<file path="src/rtl/branch_pkg.sv">
// Branch condition op codes and decode helper shared by
// the branch resolve unit and its condition evaluator.
package branch_pkg;

    localparam logic [3:0] OP_LT = 4'b0100;
    localparam logic [3:0] OP_GT = 4'b0101;
    localparam logic [3:0] OP_EQ = 4'b0110;
    localparam logic [3:0] OP_NE = 4'b0111;
    localparam logic [3:0] OP_LE = 4'b1000;
    localparam logic [3:0] OP_GE = 4'b1001;

    function automatic logic is_cmp_op(input logic [3:0] op);
        return (op inside {OP_LT, OP_GT, OP_EQ, OP_NE, OP_LE, OP_GE});
    endfunction

endpackage

</file>
<file path="src/rtl/branch_resolve_unit_if.sv">
// Instruction bus into the branch resolve unit and the
// registered EX/MEM result coming back out.
interface branch_resolve_unit_if #(
    parameter int WIDTH      = 16,
    parameter int ADDR_WIDTH = 16
);
    logic                  in_valid;
    logic                  branch_en;
    logic                  signed_mode;
    logic [3:0]            op_code;
    logic [WIDTH-1:0]      in1;
    logic [WIDTH-1:0]      in2;
    logic [ADDR_WIDTH-1:0] target_in;
    logic                  out_valid;
    logic                  taken;
    logic [ADDR_WIDTH-1:0] target_out;

    modport master (
        output in_valid, branch_en, signed_mode, op_code,
        output in1, in2, target_in,
        input  out_valid, taken, target_out
    );

    modport slave (
        input  in_valid, branch_en, signed_mode, op_code,
        input  in1, in2, target_in,
        output out_valid, taken, target_out
    );
endinterface

</file>
<file path="src/rtl/branch_resolve_unit_cond_eval.sv">
// Combinational branch relation on two operands,
// signed or unsigned; non-compare op codes yield 0.
module cond_eval
    import branch_pkg::*;
#(
    parameter int WIDTH = 16
) (
    input  logic [WIDTH-1:0] in1,
    input  logic [WIDTH-1:0] in2,
    input  logic [3:0]       op_code,
    input  logic             signed_mode,
    output logic             cond_now
);
    logic lt;
    logic eq;

    always_comb begin
        eq = (in1 == in2);
        lt = signed_mode ? ($signed(in1) < $signed(in2)) : (in1 < in2);
        case (op_code)
            OP_LT:   cond_now = lt;
            OP_GT:   cond_now = ~lt & ~eq;
            OP_EQ:   cond_now = eq;
            OP_NE:   cond_now = ~eq;
            OP_LE:   cond_now = lt | eq;
            OP_GE:   cond_now = ~lt;
            default: cond_now = 1'b0;
        endcase
    end
endmodule

</file>
<file path="src/rtl/branch_resolve_unit.sv">
// EX-stage branch resolver: registers taken/target into EX/MEM,
// with sticky condition flag and saturating taken counter.
module branch_resolve_unit
    import branch_pkg::*;
#(
    parameter int WIDTH      = 16,
    parameter int ADDR_WIDTH = 16,
    parameter int CNT_WIDTH  = 8
) (
    input  logic                 clk,
    input  logic                 rst,
    input  logic                 stall,
    input  logic                 flush,
    input  logic                 count_clear,
    branch_resolve_unit_if.slave bus,
    output logic                 cond_flag,
    output logic [CNT_WIDTH-1:0] taken_count
);
    localparam logic [CNT_WIDTH-1:0] CNT_MAX = '1;

    logic                  cond_now;
    logic                  fire;
    logic                  take;
    logic                  out_valid_q, out_valid_d;
    logic                  taken_q, taken_d;
    logic [ADDR_WIDTH-1:0] target_q, target_d;
    logic                  cond_q, cond_d;
    logic [CNT_WIDTH-1:0]  cnt_q, cnt_d;

    cond_eval #(.WIDTH(WIDTH)) u_cond_eval (
        .in1         (bus.in1),
        .in2         (bus.in2),
        .op_code     (bus.op_code),
        .signed_mode (bus.signed_mode),
        .cond_now    (cond_now)
    );

    assign fire = bus.in_valid & ~stall & is_cmp_op(bus.op_code);
    assign take = bus.in_valid & bus.branch_en & cond_now;

    always_comb begin
        out_valid_d = out_valid_q;
        taken_d     = taken_q;
        target_d    = target_q;
        cond_d      = fire ? cond_now : cond_q;
        cnt_d       = cnt_q;
        // flush kills the slot but keeps the last target visible
        if (flush) begin
            out_valid_d = 1'b0;
            taken_d     = 1'b0;
        end else if (!stall) begin
            out_valid_d = bus.in_valid;
            taken_d     = take;
            if (bus.in_valid) target_d = bus.target_in;
        end
        if (count_clear) begin
            cnt_d = '0;
        end else if (!flush && !stall && take && cnt_q != CNT_MAX) begin
            cnt_d = cnt_q + 1'b1;
        end
    end

    always_ff @(posedge clk) begin
        if (rst) begin
            out_valid_q <= 1'b0;
            taken_q     <= 1'b0;
            target_q    <= '0;
            cond_q      <= 1'b0;
            cnt_q       <= '0;
        end else begin
            out_valid_q <= out_valid_d;
            taken_q     <= taken_d;
            target_q    <= target_d;
            cond_q      <= cond_d;
            cnt_q       <= cnt_d;
        end
    end

    assign bus.out_valid  = out_valid_q;
    assign bus.taken      = taken_q;
    assign bus.target_out = target_q;
    assign cond_flag      = cond_q;
    assign taken_count    = cnt_q;
endmodule
</file>
<file path="src/flat_wrapper.sv">
// flat-port wrapper written by rule: the top's interface ports become plain ports
module branch_resolve_unit_flat import branch_pkg::*;
#(
    parameter int WIDTH      = 16,
    parameter int ADDR_WIDTH = 16,
    parameter int CNT_WIDTH  = 8
)
  (clk, rst, stall, flush, count_clear, cond_flag, taken_count, bus_in_valid, bus_branch_en, bus_signed_mode, bus_op_code, bus_in1, bus_in2, bus_target_in, bus_out_valid, bus_taken, bus_target_out);
  branch_resolve_unit_if #(.WIDTH(WIDTH), .ADDR_WIDTH(ADDR_WIDTH)) bus_i ();
  input  logic clk;
  input  logic rst;
  input  logic stall;
  input  logic flush;
  input  logic count_clear;
  output logic cond_flag;
  output logic [CNT_WIDTH-1:0] taken_count;
  input wire logic [$bits(bus_i.in_valid)-1:0] bus_in_valid;
  input wire logic [$bits(bus_i.branch_en)-1:0] bus_branch_en;
  input wire logic [$bits(bus_i.signed_mode)-1:0] bus_signed_mode;
  input wire logic [$bits(bus_i.op_code)-1:0] bus_op_code;
  input wire logic [$bits(bus_i.in1)-1:0] bus_in1;
  input wire logic [$bits(bus_i.in2)-1:0] bus_in2;
  input wire logic [$bits(bus_i.target_in)-1:0] bus_target_in;
  output wire logic [$bits(bus_i.out_valid)-1:0] bus_out_valid;
  output wire logic [$bits(bus_i.taken)-1:0] bus_taken;
  output wire logic [$bits(bus_i.target_out)-1:0] bus_target_out;
  assign bus_i.in_valid = bus_in_valid;
  assign bus_i.branch_en = bus_branch_en;
  assign bus_i.signed_mode = bus_signed_mode;
  assign bus_i.op_code = bus_op_code;
  assign bus_i.in1 = bus_in1;
  assign bus_i.in2 = bus_in2;
  assign bus_i.target_in = bus_target_in;
  assign bus_out_valid = bus_i.out_valid;
  assign bus_taken = bus_i.taken;
  assign bus_target_out = bus_i.target_out;
  branch_resolve_unit #(.WIDTH(WIDTH), .ADDR_WIDTH(ADDR_WIDTH), .CNT_WIDTH(CNT_WIDTH)) u_core (.clk(clk), .rst(rst), .stall(stall), .flush(flush), .count_clear(count_clear), .bus(bus_i), .cond_flag(cond_flag), .taken_count(taken_count));
endmodule
</file>
<file path="config.mk">
export PLATFORM = sky130hd
export DESIGN_NAME = branch_resolve_unit_flat
export DESIGN_NICKNAME = d
export VERILOG_FILES = /design/src/rtl/branch_pkg.sv /design/src/rtl/branch_resolve_unit_if.sv /design/src/rtl/branch_resolve_unit_cond_eval.sv /design/src/rtl/branch_resolve_unit.sv /design/src/flat_wrapper.sv
export SDC_FILE = /design/constraint.sdc
export NUM_CORES = 1
export LEC_CHECK = 0
export ABC_AREA = 1
export BUFFER_PORTS_ARGS = -buffer_cell sky130_fd_sc_hd__buf_4
export CAP_MARGIN = 10
export CORE_MARGIN = 2
export CORE_UTILIZATION = 32
export DETAILED_ROUTE_END_ITERATION = 8
export HOLD_SLACK_MARGIN = 0.03
export PLACE_DENSITY = 0.71
export SYNTH_ARGS = -nofsm -noshare
export SYNTH_HDL_FRONTEND = slang
export SYNTH_SLANG_ARGS = --single-unit
export TNS_END_PERCENT = 20
</file>
<file path="constraint.sdc">
create_clock -name clk -period 4.4 [get_ports clk]
set_input_delay 0.44 -clock clk [delete_from_list [all_inputs] [get_ports clk]]
set_output_delay 0.44 -clock clk [all_outputs]
set_load 0.02 [all_outputs]
</file>
# Yosys cells after proc, flatten, opt, wreduce, memory -nomap -nowiden
# Index checks and enable logic that the tools add are counted.
[classes] n_addsub=1 magnitude_cmp=2 eq_ne=8 n_mux=2 bitwise=10 n_reduce_logical=9
[ops] cell="$lt A16 B16 Y1" count=2
[ops] cell="$eq A16 B16 Y1" count=1
[ops] cell="$eq A4 B3 Y1 const B" count=4
[ops] cell="$add A8 B1 Y8 const B" count=1
[ops] cell="$eq A4 B4 Y1 const B" count=2
[ops] cell="$ne A8 B8 Y1 const B" count=1
[ops] cell="$pmux W1 S6" count=1
[ops] cell="$reduce_bool A6 Y1" count=1
[ops] cell="$and A1 B1 Y1" count=5
[ops] cell="$not A1 Y1" count=4
[ops] cell="$reduce_or A2 Y1" count=2
[ops] cell="$logic_and A1 B1 Y1" count=3
[ops] cell="$reduce_and A3 Y1" count=1
[ops] cell="$logic_not A1 Y1" count=2
[ops] cell="$mux W1" count=1
[ops] cell="$or A1 B1 Y1" count=1
[word_totals] register_bits=27 in_bits=60 out_inout_bits=27 wordCells=37

# Longest topological paths before layout
[logic_depth] ltp_word=8 mapped_depth=21 depth_no_buf=21

# Cells and area by module
# Synthesis repeated with hierarchy kept, for this count alone.
[hier_totals] cells_unflattened=263 hier_area_um2=1780.5
[by_module_without_submodules] module="branch_resolve_unit" n_inst=1 cells_each=163 area_per_inst_um2=1208.7 seq_area_each_um2=540.5
[by_module_without_submodules] module="cond_eval" n_inst=1 cells_each=100 area_per_inst_um2=571.8 seq_area_each_um2=0.0

# Worst setup path after synthesis
# No wires, ideal clock.
[synth_timing] path_type="input to register" from="in bus_in2[11]" to="reg u_core.cnt_q[0], in the netlist u_core.taken_count[0]" setup_ps=113 arrival_time_ps=1873 required_time_ps=4287 path_slack_ps=2414 stages=14 path_buffers=0 cell_sequence="inv_1 -> ha_1 -> a21oi_1 -> nand2_1 -> a21oi_1 -> nand3_1 -> nand3_1 -> nand2_1 -> nor2_2 -> nand2_4 -> nand3_4 -> nand2_1 -> nand2_1 -> nor2_1"
[synth_between] elab_chain_cells=8 word_cells_on_any_way=12 cone_classes="order compare (2); eq/ne (1); mux (2); bitwise (5); reduce/logical (2)"
[synth_lines] element="start: declaration" line="flat_wrapper.sv:22" source="input wire logic [$bits(bus_i.in2)-1:0] bus_in2;"
[synth_lines] element="$lt A16 B16 Y1" line="branch_resolve_unit_cond_eval.sv:19" source="lt = signed_mode ? ($signed(in1) < $signed(in2)) : (in1 < in2);"
[synth_lines] element="$mux W1" line="branch_resolve_unit_cond_eval.sv:19"
[synth_lines] element="$not A1 Y1" line="branch_resolve_unit_cond_eval.sv:22, branch_resolve_unit_cond_eval.sv:26"
[synth_lines] element="$and A1 B1 Y1" line="branch_resolve_unit_cond_eval.sv:22" source="OP_GT: cond_now = ~lt & ~eq;"
[synth_lines] element="$pmux W1 S6 *" line="branch_resolve_unit_cond_eval.sv:20" source="case (op_code)"
[synth_lines] element="$and A1 B1 Y1 *" line="branch_resolve_unit.sv:39" source="assign take = bus.in_valid & bus.branch_en & cond_now;"
[synth_lines] element="$logic_and A1 B1 Y1 * (2 in a row)" line="branch_resolve_unit.sv:58" source="end else if (!flush && !stall && take && cnt_q != CNT_MAX) begin"
[synth_lines] element="end signal: assignment" line="branch_resolve_unit.sv:75" source="cnt_q <= cnt_d;"
[synth_lines] element="end: declaration" line="branch_resolve_unit.sv:28" source="logic [CNT_WIDTH-1:0] cnt_q, cnt_d;"
# Every way passes the cells marked *; elsewhere a longest branch is shown, timed or not.
# A chain may end at the register's enable or synchronous reset.

# Final worst setup path
[layout_timing] from="in bus_in2[15]" to="reg u_core.cnt_q[0], in the netlist u_core.taken_count[0]"
# The elaborated chain is that of the path after synthesis.

==> reports/summary.md <==
For the worst setup path, the data required time is 4.57 ns. VDD sags by at most 0.000303 V. Reg2reg setup slack: 2.53 ns. The most common cell in the synthesized netlist is nor2_1.

The setup total negative slack was 0 ns; the core footprint was 5040 sq um. The tools report the worst-case hold slack as 0.360 ns. The path with the worst hold slack has its endpoint at u_core.cond_flag. The cell-internal power was 0.385 mW.

For this run, the top clock speed supported by timing is 503 MHz. The run gives 0 as the total inserted antenna cells. The relative area change from synthesis to final layout is 47.0%, and the total clock buffers created by CTS is 3.

The startpoint identified for the worst register-to-register timing path is u_core.taken_count[0]. In the final layout, the share of cells above drive strength 1 is 29.3%. The worst hold path depth was 2. The total number of yosys warnings came out at 0. Height of the chip: 76.0 um.

In the finished design, the share of the clock period the worst path needs comes to 45.2%. Type of the worst min-delay path: primary input to flop. Main flop type after synthesis: dfxtp_1. The weighted congestion reported at the end of routability-driven placement was 0.768. TritonCTS built the clock tree.

The post-layout minimum cycle time is 1.99 ns, and the count of boundary I/O pins is 87. The violation count after the first detailed-routing iteration was 41; the placed wire-length estimate was 3410 um. The number of global-route vias before repair is 1665.

In this run the static leakage power is 1.28 nW. The final route contains 1819 vias. The worst pin sits at a relative slew slack of 54.9%. After the last flow step, the layout net total stands at 406. The tools report the count of hold buffers inserted by post-cts repair as 0.

The slew of the pin with the lowest slew margin came out at 0.677 ns. For the power share of the clock group, the log shows 26.8%. The logs give 18 for the maximum number of pins on one net before global-route repair and 1 for the number of H-tree levels.

After clock tree synthesis, the repair step resized 0 gates. The net count of the mapped netlist is 317. The number of synthesized flops with an enable pin came out at 0.

The number of clock sinks is 27, and the number of remaining DRC errors is 0. The die is 76.0 um wide. After detailed routing, the average wire length per cell comes to 10.6 um.

Combinational cells account for 25.1% of the total power. Most heavily used metal layer in global routing: met2. The run gives 0 as the post-detailed-route count of antenna-violating nets. Total congestion overflow after global routing: 0. For the placed instance area, the log shows 2390 sq um. In the global route stage, met1 resource usage came out at 17.7%.

The analysis attributes to net switching a power of 0.149 mW. The flow ran to the end, and the final reports show no timing, DRC or antenna violations. The worst setup path is captured at a flop.

Buffers placed on the I/O ports in this run total 86. Counting along the longest clock path gives a buffer depth of 2. For the number of antenna violations at the first check in global routing, the log shows 0.

The initial utilization of the core area, before any placement, comes to 32.9%. The routed design has 4200 um of wire. After synthesis, the largest area contributor takes up 32.6% of total cell area. Per report_power, the sequential group accounts for 48.0% of the total. The number of storage elements in the synthesis netlist is 27. Share of synthesized flip-flops with an asynchronous set or reset: 0%. Setup repair after global routing left no endpoint under its margin. The tools report the kind of start point of the critical path as a primary input.

The run gives 0 as the hold violation total from the final report. The kind of critical path is primary input to flop. After detailed placement, the design holds a cell count of 394. The cell area that synthesis handed to floorplanning was 1660 sq um.

The post-synthesis area per instance was 6.90 sq um. The signal arrival time at the worst endpoint was 2.16 ns; the wire length of the first global-routing pass was 7070 um. The cell count after synthesis came out at 240. The largest fanout on the critical path was 9.

The endpoint identified for the worst register-to-register timing path is u_core.taken_count[7]. The tools report the register area share after synthesis as 32.6%. The overall power after layout is 0.534 mW, and the non-filler instance count after layout is 398. Floorplan die area: 5770 sq um. Clock-pin slew on the worst setup and hold paths: 0.10 ns. Max-slew violation count: 0. Ranked by instance count, the synthesized netlist is headed by nor2_1 (49), nand2_1 (40), inv_1 (34).

After detailed routing, the number of vias per cell comes to 4.57. Post-CTS timing repair inserted 0 buffers for setup. Setup violations remaining at the end of the flow were counted as 0.

The startpoint of the tightest hold check path is rst. Of the total power, the share spent switching nets is 28.0%. The met2 capacity usage during global routing was 26.3%. For this run, the detailed router's first-pass iteration total came to 4. For this run, the total global-route usage over all layers was measured as 14.1%.

For the worst-skew pair, the clock arrives at the later sink with an insertion delay of 0.27 ns. Counting distinct cell types in the post-synthesis netlist gives 24. The root buffer cell chosen for the clock tree is clkbuf_8.

The biggest area contributor in the post-synthesis netlist is dfxtp_1. For the worst clock skew, the log shows 0.00132 ns. With fillers left out, the area of the finished cells amounts to 2430 sq um. By area the synthesized netlist is led by dfxtp_1 (33%), ha_1 (13%), nor2_1 (11%), nand2_1 (9.1%), inv_1 (7.7%). The tools report the max-capacitance violation count as 0. The worst register-to-register path has a depth of 7.

The power density relative to cell area was 219 nW/um^2; the count of standard-cell rows was 26. Met3 track utilization from global routing: 2.74%.
[cells in the final DEF (no fill, tap or decap), types with 5 or more instances in the layout]
master   netlist  layout
nand2_1       40      40
inv_1         34      34
nor2_1        49      49
xor2_1         5       5
nand3_1        6       6
nand4_1       10      10
ha_1          17      17
buf_4          0      87
a21oi_1       17      17
dfxtp_1       27      27
o21ai_0       17      17
[power by group through the flow]
stage               Sequential (mW)  Combinational (mW)  Clock, mW
CTS                           0.257               0.136      0.149
finish                        0.256               0.134      0.143
global route                  0.257               0.151      0.158
detailed placement            0.262               0.135          0
floorplan                     0.272              0.0565          0
global placement              0.262               0.132          0
[how the worst max path moves through the flow]
stage          depth (start not counted)        start               endpoint
2_1_floorplan                         14  bus_in2[11]  u_core.taken_count[0]
3_3_place_gp                          13  bus_in2[11]  u_core.taken_count[0]
3_5_place_dp                          15  bus_in2[15]  u_core.taken_count[0]
4_1_cts                               14  bus_in2[15]  u_core.taken_count[0]
5_1_grt                               16  bus_in2[15]  u_core.taken_count[7]
6_report                              15  bus_in2[15]  u_core.taken_count[0]
[cell type report]
type	instances	area (sq um)
inverter	35	131
sequential	27	541
fill	526	2610
clock inverter	1	7.51
multi-input combinational	175	973
clock buffer	3	41.3
tap	70	87.6
timing repair buffer	87	653
[cells by family (layout without fill, tap and decap cells)]
group | count (synthesis) | count (layout) | share of synthesized area, %
flip-flops | 27 | 27 | 32.6
adder cells (fa/ha/maj) | 17 | 17 | 12.8
XOR/XNOR | 6 | 6 | 3.17
AND/OR/NAND/NOR | 113 | 113 | 29.8
buffers and inverters | 38 | 126 | 8.61
AO/OA/AOI/OAI | 39 | 39 | 12.9
[routing by layer]
| layer | vias to the layer above | wire [um] |
|---|---|---|
| met5 | - | 0 |
| met4 | 0 | 13 |
| met3 | 2 | 210 |
| met2 | 50 | 2060 |
| met1 | 810 | 1920 |
| li1 | 957 | - |
[state kept, by name (all words and copies together), names as in the netlist]
register and count:
u_core.bus.target_out 16, u_core.cond_flag 1, u_core.taken_count 8, u_core.bus.taken 1, u_core.bus.out_valid 1
[critical path, stage by stage]
cell and delay [ns]:
buf_4 0.07, inv_1 0.03, ha_1 0.31, a21oi_1 0.16, o21ai_1 0.08, a21oi_1 0.15, nand3_1 0.16, nand3_1 0.12
nand2_1 0.06, nand2_1 0.07, inv_1 0.07, nand2_4 0.12, nand3_4 0.13, nor2_1 0.13, nor2_1 0.05
[metrics by stage]
step                utilization (%)  setup slack, ns
floorplan                         -             2.41
global placement               47.3             2.21
detailed placement             47.3             2.13
CTS                            48.3             2.42
global route                   48.3             2.16
finish                         48.3             2.41
(Power assumes the default switching activity.)
